[config.mk]
export PLATFORM = sky130hd
export DESIGN_NAME = mc_main_control
export DESIGN_NICKNAME = d
export VERILOG_FILES = /design/src/rtl/mips_ctrl_pkg.sv /design/src/rtl/mc_out_decode.sv /design/src/rtl/mc_main_control.sv
export SDC_FILE = /design/constraint.sdc
export NUM_CORES = 1
export LEC_CHECK = 0
export ABC_AREA = 1
export CAP_MARGIN = 10
export CORE_AREA = 2 2 62 64
export DETAILED_ROUTE_END_ITERATION = 6
export DIE_AREA = 0 0 64 66
export PLACE_DENSITY = 0.74
export SYNTH_ARGS = -nofsm -noshare
export SYNTH_HDL_FRONTEND = slang
export SYNTH_SLANG_ARGS = --single-unit
[constraint.sdc]
create_clock -name clk -period 4 [get_ports clk]
set_clock_uncertainty 0.2 [all_clocks]
set_input_delay 0.4 -clock clk [delete_from_list [all_inputs] [get_ports clk]]
set_output_delay 0.4 -clock clk [all_outputs]
set_load 0.02 [all_outputs]
[src/rtl/mips_ctrl_pkg.sv]
// Shared encodings for the multicycle MIPS-lite main control: opcodes, states,
// ALU/mux selects and the strobe bundle driven into the datapath.
package mips_ctrl_pkg;

    localparam int unsigned OP_W    = 6;
    localparam int unsigned STATE_W = 4;
    localparam int unsigned SEL_W   = 2;

    localparam logic [OP_W-1:0] OP_RTYPE = 6'b000000;
    localparam logic [OP_W-1:0] OP_LW    = 6'b100011;
    localparam logic [OP_W-1:0] OP_SW    = 6'b101011;
    localparam logic [OP_W-1:0] OP_BEQ   = 6'b000100;
    localparam logic [OP_W-1:0] OP_J     = 6'b000010;
    localparam logic [OP_W-1:0] OP_ADDI  = 6'b001000;

    typedef enum logic [STATE_W-1:0] {
        S_FETCH   = 4'd0,
        S_DECODE  = 4'd1,
        S_MEMADR  = 4'd2,
        S_MEMRD   = 4'd3,
        S_MEMWB   = 4'd4,
        S_MEMWR   = 4'd5,
        S_EXEC    = 4'd6,
        S_RTYPEWB = 4'd7,
        S_BRANCH  = 4'd8,
        S_JUMP    = 4'd9,
        S_ADDIEX  = 4'd10,
        S_ADDIWB  = 4'd11
    } state_e;

    localparam logic [SEL_W-1:0] ALUOP_ADD   = 2'b00;
    localparam logic [SEL_W-1:0] ALUOP_SUB   = 2'b01;
    localparam logic [SEL_W-1:0] ALUOP_FUNCT = 2'b10;

    localparam logic [SEL_W-1:0] ALUB_REG    = 2'b00;
    localparam logic [SEL_W-1:0] ALUB_FOUR   = 2'b01;
    localparam logic [SEL_W-1:0] ALUB_IMM    = 2'b10;
    localparam logic [SEL_W-1:0] ALUB_IMMSH2 = 2'b11;

    localparam logic [SEL_W-1:0] PCSRC_ALU    = 2'b00;
    localparam logic [SEL_W-1:0] PCSRC_ALUOUT = 2'b01;
    localparam logic [SEL_W-1:0] PCSRC_JUMP   = 2'b10;

    typedef struct packed {
        logic             pcwrite;
        logic             pcwritecond;
        logic             iord;
        logic             memread;
        logic             memwrite;
        logic             irwrite;
        logic             memtoreg;
        logic             regdst;
        logic             regwrite;
        logic             alusrca;
        logic [SEL_W-1:0] alusrcb;
        logic [SEL_W-1:0] pcsource;
        logic [SEL_W-1:0] aluop;
    } ctrl_t;

    function automatic logic op_legal(input logic [OP_W-1:0] op);
        return (op == OP_RTYPE) || (op == OP_LW) || (op == OP_SW) ||
               (op == OP_BEQ)   || (op == OP_J)  || (op == OP_ADDI);
    endfunction

endpackage

[src/rtl/mc_out_decode.sv]
// Moore strobe decode: maps the current control state to its datapath strobes.
module mc_out_decode
    import mips_ctrl_pkg::*;
(
    input  state_e state,
    output ctrl_t  ctrl
);

    always_comb begin
        ctrl = '0;
        case (state)
            S_FETCH: begin
                ctrl.memread = 1'b1;
                ctrl.irwrite = 1'b1;
                ctrl.pcwrite = 1'b1;
                ctrl.alusrcb = ALUB_FOUR;
            end
            S_DECODE: ctrl.alusrcb = ALUB_IMMSH2;
            S_MEMADR: begin
                ctrl.alusrca = 1'b1;
                ctrl.alusrcb = ALUB_IMM;
            end
            S_MEMRD: begin
                ctrl.memread = 1'b1;
                ctrl.iord    = 1'b1;
            end
            S_MEMWB: begin
                ctrl.regwrite = 1'b1;
                ctrl.memtoreg = 1'b1;
            end
            S_MEMWR: begin
                ctrl.memwrite = 1'b1;
                ctrl.iord     = 1'b1;
            end
            S_EXEC: begin
                ctrl.alusrca = 1'b1;
                ctrl.alusrcb = ALUB_REG;
                ctrl.aluop   = ALUOP_FUNCT;
            end
            S_RTYPEWB: begin
                ctrl.regwrite = 1'b1;
                ctrl.regdst   = 1'b1;
            end
            S_BRANCH: begin
                ctrl.alusrca     = 1'b1;
                ctrl.alusrcb     = ALUB_REG;
                ctrl.aluop       = ALUOP_SUB;
                ctrl.pcwritecond = 1'b1;
                ctrl.pcsource    = PCSRC_ALUOUT;
            end
            S_JUMP: begin
                ctrl.pcwrite  = 1'b1;
                ctrl.pcsource = PCSRC_JUMP;
            end
            S_ADDIEX: begin
                ctrl.alusrca = 1'b1;
                ctrl.alusrcb = ALUB_IMM;
                ctrl.aluop   = ALUOP_ADD;
            end
            S_ADDIWB: ctrl.regwrite = 1'b1;
            default: ctrl = '0;
        endcase
    end

endmodule

[src/rtl/mc_main_control.sv]
// Multicycle MIPS-lite main control: instruction sequencing, strobe gating,
// sticky illegal-opcode flag and retired-instruction counter.
module mc_main_control
    import mips_ctrl_pkg::*;
#(
    parameter int unsigned CNT_W = 16
) (
    input  logic             clk,
    input  logic             rst_n,
    input  logic [5:0]       op,
    input  logic             mem_ready,
    output logic             pcwrite,
    output logic             pcwritecond,
    output logic             iord,
    output logic             memread,
    output logic             memwrite,
    output logic             irwrite,
    output logic             memtoreg,
    output logic             regdst,
    output logic             regwrite,
    output logic             alusrca,
    output logic [1:0]       alusrcb,
    output logic [1:0]       pcsource,
    output logic             aluop1,
    output logic             aluop0,
    output logic             illegal_op,
    output logic [CNT_W-1:0] instr_count,
    output logic [3:0]       state_dbg
);

    state_e state;
    state_e state_nxt;
    ctrl_t  dec;
    ctrl_t  ctrl;
    logic   op_ok;
    logic   retire;

    assign op_ok = op_legal(op);

    mc_out_decode u_dec (
        .state (state),
        .ctrl  (dec)
    );

    always_ff @(posedge clk or negedge rst_n) begin
        if (!rst_n) begin
            state <= S_FETCH;
        end else begin
            state <= state_nxt;
        end
    end

    // Next-state sequencing; op is only consulted in DECODE and MEMADR.
    always_comb begin
        state_nxt = S_FETCH;
        case (state)
            S_FETCH:   state_nxt = mem_ready ? S_DECODE : S_FETCH;
            S_DECODE: begin
                case (op)
                    OP_LW, OP_SW: state_nxt = S_MEMADR;
                    OP_RTYPE:     state_nxt = S_EXEC;
                    OP_BEQ:       state_nxt = S_BRANCH;
                    OP_J:         state_nxt = S_JUMP;
                    OP_ADDI:      state_nxt = S_ADDIEX;
                    default:      state_nxt = S_FETCH;
                endcase
            end
            S_MEMADR:  state_nxt = (op == OP_SW) ? S_MEMWR : S_MEMRD;
            S_MEMRD:   state_nxt = mem_ready ? S_MEMWB : S_MEMRD;
            S_MEMWB:   state_nxt = S_FETCH;
            S_MEMWR:   state_nxt = mem_ready ? S_FETCH : S_MEMWR;
            S_EXEC:    state_nxt = S_RTYPEWB;
            S_RTYPEWB: state_nxt = S_FETCH;
            S_BRANCH:  state_nxt = S_FETCH;
            S_JUMP:    state_nxt = S_FETCH;
            S_ADDIEX:  state_nxt = S_ADDIWB;
            S_ADDIWB:  state_nxt = S_FETCH;
            default:   state_nxt = S_FETCH;
        endcase
    end

    // Fetch strobes wait on memory; illegal decode and reset silence everything.
    always_comb begin
        ctrl = dec;
        if (state == S_FETCH) begin
            ctrl.irwrite = dec.irwrite & mem_ready;
            ctrl.pcwrite = dec.pcwrite & mem_ready;
        end
        if ((state == S_DECODE) && !op_ok) begin
            ctrl = '0;
        end
        if (!rst_n) begin
            ctrl = '0;
        end
    end

    always_comb begin
        retire = 1'b0;
        case (state)
            S_MEMWB, S_RTYPEWB, S_BRANCH, S_JUMP, S_ADDIWB: retire = 1'b1;
            S_MEMWR:                                        retire = mem_ready;
            default:                                        retire = 1'b0;
        endcase
    end

    always_ff @(posedge clk or negedge rst_n) begin
        if (!rst_n) begin
            illegal_op  <= 1'b0;
            instr_count <= '0;
        end else begin
            if ((state == S_DECODE) && !op_ok) begin
                illegal_op <= 1'b1;
            end
            if (retire) begin
                instr_count <= instr_count + CNT_W'(1);
            end
        end
    end

    assign pcwrite     = ctrl.pcwrite;
    assign pcwritecond = ctrl.pcwritecond;
    assign iord        = ctrl.iord;
    assign memread     = ctrl.memread;
    assign memwrite    = ctrl.memwrite;
    assign irwrite     = ctrl.irwrite;
    assign memtoreg    = ctrl.memtoreg;
    assign regdst      = ctrl.regdst;
    assign regwrite    = ctrl.regwrite;
    assign alusrca     = ctrl.alusrca;
    assign alusrcb     = ctrl.alusrcb;
    assign pcsource    = ctrl.pcsource;
    assign aluop1      = ctrl.aluop[1];
    assign aluop0      = ctrl.aluop[0];
    assign state_dbg   = 4'(state);

endmodule

==> insert_results.sql <==
INSERT INTO impl_metrics (metric_group, metric, value, unit) VALUES
('worst_setup_path', 'crit_slowest_cell', 'clkdlybuf4s50_1', ''),
('yosys', 'ys_types', '26', ''),
('worst_setup_path', 'cp.arrival', '2.24', 'ns'),
('yosys', 'syn_nets', '249', ''),
('power', 'power.share.combinational', '48.1', '%'),
('timing', 'report.final.setup_viol', '0', ''),
('power', 'power_density_of_the_placed_cells', '373', 'nW/µm²'),
('placed_design', 'gp_congestion', '0.861', ''),
('timing', 'period_minus_slack', '2.84', 'ns'),
('cts', 'cts_made_buffers', '3', ''),
('finish', 'finalNetCount', '297', ''),
('cts', 'cts-root-to-sink-buffers', '2', ''),
('yosys', 'postSynthAreaPerCell', '6.41', 'µm²'),
('yosys', 'synth_top_area_share', '34.3', '%'),
('yosys', 'mappedNetlistArea', '1530', 'µm²'),
('power', 'pwr-share-clk', '14.2', '%'),
('yosys', 'synth_largest_area_cell', 'dfrtp_1', ''),
('drt', 'drt_first_pass_iters', '4', ''),
('timing', 'setup_tns', '0', 'ns'),
('drt', 'drc', '0', ''),
('die', 'die-height', '66', 'µm'),
('global_route', 'grt-ovfl-total', '0', ''),
('run_status', 'outcome', 'complete, no violations', ''),
('finish', 'mostFrequentLayoutCell', 'nand2_1', ''),
('worst_setup_path', 'worstSetupStartpointType', 'flip-flop', ''),
('cts', 'cts.clk_slew.worst_paths', '0.14', 'ns'),
('power', 'lkg_pwr', '0.958', 'nW'),
('finish', 'layout.cells.most_common_list', 'nand2_1, clkdlybuf4s50_1, nor2_1, inv_1, dfrtp_1', ''),
('worst_setup_path', 'path_buf_inv', '2', ''),
('flow_run', 'max-cap-violations', '0', ''),
('timing', 'final.period_utilization', '70.9', '%'),
('cts', 'cts-resized-gates', '0', ''),
('worst_setup_path', 'top_delay_family_on_crit_path', 'buffers and inverters', ''),
('finish', 'areaGrowthSynthToFinish', '34.2', '%'),
('yosys', 'synth-warning-count', '0', ''),
('yosys', 'yosys_register_bits', '21', ''),
('global_route', 'wire_length_of_the_first_global_routing_pass', '6.21', 'mm'),
('global_route', 'first_global_vias', '1459', ''),
('worst_setup_path', 'crit_chain', 'nor2_1, inv_1, nor3_2, nand2_1, a21oi_1, clkdlybuf4s50_1', ''),
('drt', 'via_per_inst', '4.84', ''),
('worst_setup_path', 'cp_slowest_stage_delay', '0.62', 'ns'),
('timing', 'finalHoldViolCount', '0', ''),
('power', 'switchingPower', '0.332', 'mW'),
('timing', 'max_slew_margin', '67.8', '%'),
('die', 'die_area', '4220', 'µm²'),
('global_route', 'groute.usage.overall', '18.3', '%'),
('yosys', 'synth.yosys.seq_area_share', '34.3', '%'),
('power', 'vdd_ir_drop_max', '217', 'µV'),
('drt', 'detailedRoute.firstIterationViolations', '70', ''),
('timing', 'worstMarginPinSlew', '0.480', 'ns'),
('worst_setup_path', 'worst_setup_path_end_kind', 'output pin', ''),
('drt', 'drt_antenna_net_count', '0', ''),
('worst_setup_path', 'crit_fanout', '7', ''),
('power', 'post-layout-total-power', '0.766', 'mW'),
('yosys', 'synth.area.top_cells', 'dfrtp_1, nand2_1, nor2_1', ''),
('cts', 'clkLatencyLatePin', '0.32', 'ns'),
('die', 'core_area', '3550', 'µm²'),
('cts', 'cts.root.buffer_cell', 'clkbuf_4', ''),
('drt', 'post_drt_wl_per_cell', '10.9', 'µm'),
('die', 'initial_utilization', '43.1', '%'),
('power', 'switching_share', '43.3', '%'),
('global_route', 'grt_start_max_net_pins', '23', ''),
('power', 'sequentialPowerShare', '37.7', '%'),
('cts', 'cts.sinks', '21', ''),
('finish', 'share_of_post_route_cells_with_drive_strength_above_1', '5.24', '%'),
('yosys', 'postSynthCellCount', '239', ''),
('die', 'pin_count', '46', ''),
('cts', 'tritoncts', 'built', ''),
('cts', 'post_cts.repair.setup_buffers', '0', ''),
('timing', 'report.final.slew_viol_count', '0', ''),
('finish', 'antennaDiodeCount', '0', ''),
('worst_setup_path', 'path_class', 'reg -> out', ''),
('power', 'p_int', '0.434', 'mW'),
('cts', 'cts-hold-fix-buffers', '0', ''),
('placed_design', 'detailed_place_hpwl', '2.82', 'mm'),
('min_path', 'min-delay-path-class', 'in -> async', ''),
('placed_design', 'port_buffers', '45', ''),
('cts', 'htree_num_levels', '1', ''),
('drt', 'finalWirelength', '3.64', 'mm'),
('drt', 'routed-via-count', '1616', ''),
('die', 'die-width', '64', 'µm'),
('worst_setup_path', 'crit_required', '3.40', 'ns'),
('die', 'core.rowCount', '22', ''),
('timing', 'grt_setup_unrepaired', 'false', ''),
('timing', 'fmax', '352', 'MHz'),
('global_route', 'grt_antenna_before_repair', '0', '');
[worst register-to-register path, cell delays in order (launching register included)]
cell     delay, ns
dfrtp_1       0.43
inv_1         0.15
nor2_1        0.08
nand2_1       0.15
o22ai_2       0.12
nor2_4        0.34
o21ai_0       0.14
[final timing paths]
path                       slack, ns                         end                   start  cells after the start
setup / recovery                1.16                  alusrcb[0]  state_dbg[3]$_DFF_PN0_                      6
setup reg to reg                2.28  instr_count[2]$_DFFE_PN0P_  state_dbg[0]$_DFF_PN0_                      6
hold / removal                  0.26  instr_count[5]$_DFFE_PN0P_                   rst_n                      2
hold reg to reg                 0.32      illegal_op$_DFFE_PN0P_  illegal_op$_DFFE_PN0P_                      2
min in group clk                0.32      illegal_op$_DFFE_PN0P_  illegal_op$_DFFE_PN0P_                      2
max in group asynchronous       3.10      state_dbg[0]$_DFF_PN0_                   rst_n                      2
[through the flow]
step	worst slack [ns]	hold WS [ns]	util (%)	area [µm²]	std cells
floorplan	1.96	-0.0956	-	1530	239
global placement	1.20	0.306	57.1	2030	330
detailed placement	1.19	0.294	57.1	2030	330
CTS	1.13	0.283	57.9	2050	334
global route	0.973	0.299	57.9	2050	334
finish	1.16	0.263	57.9	2050	334
[cell usage after synthesis (all sizes together)]
master,number
buf,3
o22ai,1
nor3b,1
dfrtp,21
xnor2,8
a21oi,7
nor3,10
a31oi,1
xor2,3
nand3,13
and2,1
inv,26
nand2,93
ha,1
nand3b,2
o21ai,6
nor2,39
nand4,3
[cells by family after synthesis]
logic type | synth area share [%]
AND/OR/NAND/NOR | 45.3
buffers and inverters | 7.84
flip-flops | 34.3
AO/OA/AOI/OAI | 5.47
XOR/XNOR | 6.29
adder cells (fa/ha/maj) | 0.817
[area by class of cell]
type                            count  area [µm²]
Clock buffer                        3        22.5
Clock inverter                      1        5.00
Fill cell                         345        1500
Inverter                           26        97.6
Multi-Input combinational cell    189         886
Sequential cell                    21         526
Tap cell                           48        60.1
Timing Repair Buffer               46         458
[metal layers]
layer	wire length [µm]	GRT usage, %
met5	0	0
met4	58	6.25
met3	188	3.58
met1	1660	22.3
met2	1730	32.3
[state kept, by name, summed over array words and instances, names as in the netlist]
| signal | cells |
|---|---|
| instr_count | 16 |
| state_dbg | 4 |
| illegal_op | 1 |
[power groups by stage]
stage                     combinational (mW)  sequential (mW)  clock [mW]
after global routing                   0.401            0.296       0.122
after detailed placement               0.369            0.293           0
after CTS                              0.371            0.289       0.111
final                                  0.369            0.289       0.109
after global placement                 0.367            0.292           0
after floorplan                        0.192            0.321           0
No activity file was read; power rests on OpenSTA's default activity.
